### config.mk
export PLATFORM = sky130hd
export DESIGN_NAME = power_engine_scheduler
export DESIGN_NICKNAME = d
export VERILOG_FILES = /design/src/rtl/power_engine_scheduler.sv
export SDC_FILE = /design/constraint.sdc
export NUM_CORES = 2
export LEC_CHECK = 0
export ABC_AREA = 1
export BUFFER_PORTS_ARGS = -buffer_cell sky130_fd_sc_hd__buf_2
export CAP_MARGIN = 10
export CORE_UTILIZATION = 50
export CTS_CLUSTER_SIZE = 14
export DETAILED_ROUTE_END_ITERATION = 8
export PLACE_DENSITY_LB_ADDON = 0.05
export SETUP_SLACK_MARGIN = 0.5
export SLEW_MARGIN = 30
export SYNTH_ARGS = -nofsm -noshare
export SYNTH_HDL_FRONTEND = slang
export SYNTH_SLANG_ARGS = --single-unit
### constraint.sdc
create_clock -name clk -period 10.3 [get_ports clk]
set_input_delay 0.515 -clock clk [delete_from_list [all_inputs] [get_ports clk]]
set_output_delay 0.515 -clock clk [all_outputs]
set_load 0.005 [all_outputs]
### src/rtl/power_engine_scheduler.sv
// Round-robin shared power engine: base^exp mod 2^WIDTH via square-and-multiply
// on a single time-shared multiplier, with per-result overflow detection.
module power_engine_scheduler #(
  parameter int unsigned WIDTH = 32,
  parameter int unsigned EXP_W = 8,
  parameter int unsigned N_REQ = 4,
  localparam int unsigned ID_W = (N_REQ > 1) ? $clog2(N_REQ) : 1
) (
  input  logic                   clk,
  input  logic                   reset,
  input  logic [N_REQ-1:0]       req_valid,
  output logic [N_REQ-1:0]       req_ready,
  input  logic [N_REQ*WIDTH-1:0] req_base,
  input  logic [N_REQ*EXP_W-1:0] req_exp,
  output logic                   resp_valid,
  input  logic                   resp_ready,
  output logic [ID_W-1:0]        resp_id,
  output logic [WIDTH-1:0]       resp_data,
  output logic                   resp_overflow,
  output logic                   busy
);

  localparam int unsigned PW = 2 * WIDTH;

  typedef enum logic [2:0] {S_IDLE, S_EVAL, S_MUL, S_SQR, S_DONE} state_t;

  state_t           r_state;
  logic [ID_W-1:0]  r_rr_ptr;
  logic [ID_W-1:0]  r_id;
  logic [WIDTH-1:0] r_acc;
  logic [WIDTH-1:0] r_b;
  logic [EXP_W-1:0] r_e;
  logic             r_ovf;

  logic [N_REQ-1:0] w_mask;
  logic [N_REQ-1:0] w_hi;
  logic [ID_W-1:0]  w_grant;
  logic             w_grant_vld;
  logic [WIDTH-1:0] w_base;
  logic [EXP_W-1:0] w_exp;
  logic [WIDTH-1:0] w_mul_a;
  logic [PW-1:0]    w_prod;
  logic             w_prod_hi;
  logic [EXP_W-1:0] w_e_shr;

  // Round-robin: lowest valid at or above rr_ptr, else lowest valid overall
  assign w_mask = ~((N_REQ'(1) << r_rr_ptr) - N_REQ'(1));
  assign w_hi   = req_valid & w_mask;

  always_comb begin
    w_grant     = '0;
    w_grant_vld = |req_valid;
    for (int i = N_REQ - 1; i >= 0; i--) begin
      if (req_valid[i]) w_grant = ID_W'(i);
    end
    for (int i = N_REQ - 1; i >= 0; i--) begin
      if (w_hi[i]) w_grant = ID_W'(i);
    end
  end

  always_comb begin
    w_base = '0;
    w_exp  = '0;
    for (int i = 0; i < N_REQ; i++) begin
      if (w_grant == ID_W'(i)) begin
        w_base = req_base[i*WIDTH +: WIDTH];
        w_exp  = req_exp[i*EXP_W +: EXP_W];
      end
    end
  end

  always_comb begin
    req_ready = '0;
    if (reset && r_state == S_IDLE && w_grant_vld) req_ready = N_REQ'(1) << w_grant;
  end

  // Single multiplier: acc*b in MUL, b*b in SQR
  assign w_mul_a   = (r_state == S_MUL) ? r_acc : r_b;
  assign w_prod    = PW'(w_mul_a) * PW'(r_b);
  assign w_prod_hi = |w_prod[PW-1:WIDTH];
  assign w_e_shr   = r_e >> 1;

  always_ff @(posedge clk or negedge reset) begin
    if (!reset) begin
      r_state  <= S_IDLE;
      r_rr_ptr <= '0;
      r_id     <= '0;
      r_acc    <= '0;
      r_b      <= '0;
      r_e      <= '0;
      r_ovf    <= 1'b0;
    end else begin
      case (r_state)
        S_IDLE: begin
          if (w_grant_vld) begin
            r_b      <= w_base;
            r_e      <= w_exp;
            r_id     <= w_grant;
            r_acc    <= WIDTH'(1);
            r_ovf    <= 1'b0;
            r_rr_ptr <= (w_grant == ID_W'(N_REQ - 1)) ? '0 : w_grant + ID_W'(1);
            r_state  <= S_EVAL;
          end
        end
        S_EVAL: begin
          if (r_e == '0)    r_state <= S_DONE;
          else if (r_e[0])  r_state <= S_MUL;
          else              r_state <= S_SQR;
        end
        S_MUL: begin
          r_acc <= w_prod[WIDTH-1:0];
          if (w_prod_hi) r_ovf <= 1'b1;
          r_state <= S_SQR;
        end
        S_SQR: begin
          r_b <= w_prod[WIDTH-1:0];
          r_e <= w_e_shr;
          // A square whose result is never used must not flag overflow
          if (w_prod_hi && (w_e_shr != '0)) r_ovf <= 1'b1;
          r_state <= S_EVAL;
        end
        S_DONE: begin
          if (resp_ready) r_state <= S_IDLE;
        end
        default: r_state <= S_IDLE;
      endcase
    end
  end

  assign resp_valid    = (r_state == S_DONE);
  assign resp_data     = r_acc;
  assign resp_id       = r_id;
  assign resp_overflow = r_ovf;
  assign busy          = (r_state != S_IDLE);

endmodule
# Yosys cells after proc, flatten, opt, wreduce, memory -nomap -nowiden
# Index checks and enable logic that the tools add are counted.
# word_totals
elab_cells	77
ff_bits	80
input_bits	167
output_inout_bits	41
# classes
shifts	2
eq_ne	11
bitwise_logic	2
mul	1
add_sub_neg	2
muxes	34
reduce_logical	18
# ops
cell	n
$mux W32	7
$pmux W32 S2	2
$mul A32 B32 Y64	1
$mux W8	5
$reduce_or A32 Y1	1
$mux W2	9
$pmux W8 S2	1
$pmux W3 S5	1
$mux W3	3
$logic_not A8 Y1	1
$reduce_and A2 Y1	4
$reduce_bool A8 Y1	1
$shl A1 B2 Y4 const A	2
$eq A3 B2 Y1 const B	2
$ne A2 B2 Y1 const B	3
$reduce_bool A3 Y1	2
$and A4 B4 Y4	1
$eq A2 B2 Y1 const B	2
$mux W1	4
$mux W4	1
$not A4 Y4	1
$reduce_and A4 Y1	1
$reduce_bool A2 Y1	2
$reduce_or A4 Y1	1
10 further kinds	12

# Depth between registers and ports, before layout
# depth
depth_word	15
mapped_depth	49

# Worst setup path before layout
# No wires, ideal clock.
# synth_path
path_kind	reg2reg
start	register r_state[2]
end	register r_ovf (netlist: resp_overflow)
required_ns	10.183
path_slack_ns	2.792
path_buffers	2
period_less_slack_ns	7.508
arrival_time_ns	7.391
stages_incl_launch_ff	45
path_cell_list	dfrtp_1 nor2_1 inv_1 nor2_1 inv_2 buf_2 nor2_1 inv_1 o21ai_1 clkbuf_1 nor2_1 fa_1 inv_1 fa_1 fa_1 fa_1 inv_1 fa_1 [... 9 more ...] inv_1 nand2_1 nand2_1 nand2_1 nand2_1 nand3b_2 nand2_1 nand2_1 nand2_1 nand2_1 inv_1 nand2_1 nor2_1 nand2_1 nor2_1 nand2_1 nand3_1 nand2_1
# synth_via
elab_chain_len	7
word_cells_on_any_way	13
classes_between	1 x mul; 5 x eq/ne; 2 x mux; 5 x reduce/logical
# synth_lines
item	line	source
from (decl)	27	state_t r_state;
from (signal assigned)	85	r_state <= S_IDLE;
from (signal assigned)	102	r_state <= S_EVAL;
from (signal assigned)	106	if (r_e == '0) r_state <= S_DONE;
$eq A3 B2 Y1	78, 93	
$mux W32	78	assign w_mul_a = (r_state == S_MUL) ? r_acc : r_b;
$mul A32 B32 Y64	79	assign w_prod = PW'(w_mul_a) * PW'(r_b);
$reduce_or A32 Y1	80	assign w_prod_hi = |w_prod[PW-1:WIDTH];
$logic_and A1 B1 Y1	119	if (w_prod_hi && (w_e_shr != '0)) r_ovf <= 1'b1;
$ne A2 B2 Y1 (no source line)	n/a	
$reduce_and A4 Y1 (no source line)	n/a	
to (signal assigned)	91	r_ovf <= 1'b0;
to (signal assigned)	100	r_ovf <= 1'b0;
to (signal assigned)	119	
to (decl)	33	logic r_ovf;
# Parallel ways exist; a longest one is shown, timed or not.
# A chain may end at the register's enable or synchronous reset.

# Worst setup path after layout
# Ends and elaborated chain as after synthesis.

==> impl_table.tex <==
\begin{tabular}{lr}
\hline
Metric & Value \\
\hline
\multicolumn{2}{l}{\textbf{Run status}} \\
\quad Outcome & finished clean \\
\multicolumn{2}{l}{\textbf{Critical path}} \\
\quad Critical path required time & 10.54 ns \\
\quad Startpoint class of the critical path & flip-flop \\
\quad Type of the worst setup path & reg2reg \\
\quad Arrival time at the worst endpoint & between 9 and 10 ns \\
\quad Crit path largest cell delay & 0.57 ns \\
\quad Kind of capture point of the worst setup path & flip-flop \\
\quad Highest-delay cell along the critical path & sky130\_fd\_sc\_hd\_\_fa\_1 \\
\quad Dominant cell type by count on the critical path & sky130\_fd\_sc\_hd\_\_inv\_1 \\
\quad Biggest fanout along the worst timing path & 28 \\
\multicolumn{2}{l}{\textbf{Floorplanning}} \\
\quad Effective utilization at floorplan & 50.7\% \\
\quad Die height & 280 um \\
\quad Die outline area & 78400 um2 \\
\quad Number of standard-cell rows in the floorplan & 101 \\
\quad Placeable core region & 76200 um2 \\
\quad Top-level I/O count & 208 \\
\quad DIE WIDTH & between 200 and 300 um \\
\multicolumn{2}{l}{\textbf{CTS}} \\
\quad Maximum root-to-sink buffer count & 2 \\
\quad Clk root buf & sky130\_fd\_sc\_hd\_\_clkbuf\_16 \\
\quad Number of hold buffers added after CTS & 0 \\
\quad Sink count of the clock tree & 80 \\
\quad Number of setup buffers added after CTS & 0 \\
\quad Clock transition time at the flip-flop clock pins of the worst setup and hold paths & 0.07 ns \\
\quad H-Tree Level Count & 3 \\
\quad TritonCTS clock tree & built \\
\quad Post-CTS resize count & 0 \\
\quad Clock insertion delay at the later pin of the skew report & $\sim$0.36 ns \\
\quad TritonCTS buffer count & 9 \\
\multicolumn{2}{l}{\textbf{Yosys}} \\
\quad Number of synthesized flops with an enable pin & 0 \\
\quad Simple-gate share of the synthesized area & 20.3\% \\
\quad Area fraction of the dominant cell type after synthesis & a little under half \\
\quad Syn avg cell area & 7.79 um2 \\
\quad Proportion of register bits with asynchronous set or reset after synthesis & 100\% \\
\quad Count of different cell masters after synthesis & 42 \\
\quad List of most frequent post-synthesis cells & sky130\_fd\_sc\_hd\_\_inv\_1, sky130\_fd\_sc\_hd\_\_nand2\_1, sky130\_fd\_sc\_hd\_\_fa\_1, sky130\_fd\_sc\_hd\_\_nor2\_1, sky130\_fd\_sc\_hd\_\_ha\_1 \\
\quad Fraction of synthesized area in multiplexers & 0\% \\
\quad Post-synthesis cell type with the largest combined area & sky130\_fd\_sc\_hd\_\_fa\_1 \\
\quad Xor and xnor area share after synthesis & 0.771\% \\
\quad Fraction of the yosys area taken by sequential cells & 5.18\% \\
\quad Compound-gate portion of the synthesized area & 4.91\% \\
\quad Cell with the most instances after synthesis & sky130\_fd\_sc\_hd\_\_inv\_1 \\
\quad Main combinational cell family by area after synthesis & adder cells \\
\quad Gate Count Post-Synth & 4962 \\
\quad Main area contributors after synthesis & sky130\_fd\_sc\_hd\_\_fa\_1, sky130\_fd\_sc\_hd\_\_inv\_1, sky130\_fd\_sc\_hd\_\_nand2\_1 \\
\quad Synthesis Warnings & 0 \\
\quad Post-Synth Adder-Cell Area & around 55\% \\
\quad Most used DFF post-synth & sky130\_fd\_sc\_hd\_\_dfrtp\_1 \\
\quad Area of the mapped netlist & 38600 um2 \\
\quad Flop and latch count out of synthesis & 80 \\
\quad Syn\_nets & 6292 \\
\multicolumn{2}{l}{\textbf{STA}} \\
\quad Crit path setup slack, layout & 1.01 ns \\
\quad Relative slew slack & 31.0\% \\
\quad Final clock period utilization by the worst path & 90.2\% \\
\quad Setup tns final & 0 ns \\
\quad Setup violation total in the final timing report & 0 \\
\quad Setup clock skew after layout & 0.0131 ns \\
\quad Worst hold slack after final layout & 0.117 ns \\
\quad Fmax & 108 MHz \\
\quad Setup repair after global routing missed its margin & false \\
\quad Final Hold Violating Endpoints & 0 \\
\quad Number of slew-limit violations in the final report & 0 \\
\quad Transition time of the tightest slew-check pin & 1.03 ns \\
\quad Final worst path period need & 9.29 ns \\
\multicolumn{2}{l}{\textbf{Layout}} \\
\quad Layout-stage area growth over the synthesis result & 6.70\% \\
\quad Layout net count & 6396 \\
\quad Share of layout cells above drive strength 1 & 8.28\% \\
\quad Post-route cell area & 41200 um2 \\
\multicolumn{2}{l}{\textbf{Place}} \\
\quad Final weighted congestion in routability-driven placement & 1.01 \\
\quad Total placed instance area & 40900 um2 \\
\quad Pre-CTS worst setup slack & 1.21 ns \\
\quad Number of buffers added on ports & 207 \\
\quad Half-perimeter wire length of the detailed placement result & between 100000 and 150000 um \\
\multicolumn{2}{l}{\textbf{GRT}} \\
\quad First-pass GRT wire length & 219000 um \\
\quad Via count of the first global-routing pass & 34300 \\
\quad GRT Total Usage & between 30\% and 40\% \\
\quad Maximum number of pins on one net before global-route repair & 49 \\
\quad Number of antenna violations at the first check in global routing & 2 \\
\quad GRT overflow & 0 \\
\multicolumn{2}{l}{\textbf{Drt}} \\
\quad Pre-Repair DR Iteration Count & 5 \\
\quad First DRT Iteration DRCs & 3115 \\
\quad Final ANT Viol Nets & 0 \\
\quad Number of vias per cell after detailed routing & 5.47 \\
\quad Detailed Route WL & 146000 um \\
\quad Detailed-route wire length per cell & 23.9 um \\
\quad Via Count & approximately 33000 \\
\quad Number of remaining DRC errors & 0 \\
\multicolumn{2}{l}{\textbf{Min path}} \\
\quad Tightest Hold Check Type & in2async \\
\multicolumn{2}{l}{\textbf{Run}} \\
\quad Max-cap violations & 0 \\
\hline
\end{tabular}
critical path, delay by kind of cell (launching register included):
family,cells,cell delay [ns]
adders and majority gates,9,4.48
and+or+nand+nor,18,2.11
buffers and inverters,12,2.10
DFF,1,0.38
AOI/OAI and AO/OA,1,0.07
through the flow:
step                util, %  std cells
floorplan                 -       4962
global placement       53.7       6085
detailed placement     53.7       6085
CTS                    54.1       6100
global route           54.1       6100
finish                 54.1       6102
metal layers:
metal,GRT usage (%),share of wire [%]
met5,0,0
met1,53.1,41
met4,12.9,4.0
met2,60.3,45
met3,7.93,9.5
worst paths after layout:
kind,start,end,slack (ns),depth (start not counted)
max in group asynchronous,reset,r_b[13]$_DFFE_PN0P_,9.07,2
worst min register to register,r_state[2]$_DFFE_PN0P_,r_state[0]$_DFFE_PN0P_,0.48,1
min in group clk,resp_ready,r_state[2]$_DFFE_PN0P_,0.35,2
worst min-delay path,reset,resp_data[1]$_DFFE_PN0P_,0.12,1
worst max-delay path,r_state[2]$_DFFE_PN0P_,resp_overflow$_DFFE_PN0P_,1.01,40
worst max register to register,r_state[2]$_DFFE_PN0P_,resp_overflow$_DFFE_PN0P_,1.01,40
final cells by class:
class                      instances  area [um2]
multi-input combinational       3476       31400
inverter                        1190        4470
tap                             1030        1290
fill                            7503       35000
antenna                            2        5.00
clock buffer                       9         225
sequential                        80        2000
clock inverter                     6        67.6
timing repair buffer             309        1800
cell families after synthesis:
kind of cell | after synthesis
xor+xnor | 34
compound gates | 280
simple gates | 1999
flops | 80
fa+ha+maj | 1163
buf+inv | 1406
cell usage in the layout (no fill, tap or decap), types with 6 or more instances in the layout:
cell type	Yosys	final
sky130_fd_sc_hd__a21oi_1	51	51
sky130_fd_sc_hd__a221oi_1	37	37
sky130_fd_sc_hd__a22o_1	23	23
sky130_fd_sc_hd__buf_2	32	206
sky130_fd_sc_hd__buf_4	0	103
sky130_fd_sc_hd__clkbuf_16	0	9
sky130_fd_sc_hd__clkinv_1	20	19
sky130_fd_sc_hd__dfrtp_1	80	80
sky130_fd_sc_hd__fa_1	896	896
sky130_fd_sc_hd__ha_1	267	267
sky130_fd_sc_hd__inv_1	1155	1155
sky130_fd_sc_hd__inv_2	15	16
sky130_fd_sc_hd__nand2_1	1040	1040
sky130_fd_sc_hd__nand2_2	17	17
sky130_fd_sc_hd__nand3_1	50	50
sky130_fd_sc_hd__nand3_2	8	8
sky130_fd_sc_hd__nand3b_1	10	10
sky130_fd_sc_hd__nand4_1	11	11
sky130_fd_sc_hd__nor2_1	815	810
sky130_fd_sc_hd__nor2_2	25	29
sky130_fd_sc_hd__nor3_1	11	11
sky130_fd_sc_hd__o211ai_1	6	6
sky130_fd_sc_hd__o21a_1	13	13
sky130_fd_sc_hd__o21ai_0	76	67
sky130_fd_sc_hd__o21ai_1	10	11
sky130_fd_sc_hd__o21ai_2	11	19
sky130_fd_sc_hd__o21bai_1	8	8
sky130_fd_sc_hd__o221ai_1	35	35
sky130_fd_sc_hd__xnor2_1	7	7
sky130_fd_sc_hd__xor2_1	27	27
flip-flops by register name (all words and copies together), names as in the netlist:
signal and flops:
r_b 32, r_e 8, r_rr_ptr 2, r_state 3
resp_data 32, resp_id 2, resp_overflow 1
Power is not shown: default switching activity piles up to over one toggle a cycle in this logic, so the estimate is an artifact.
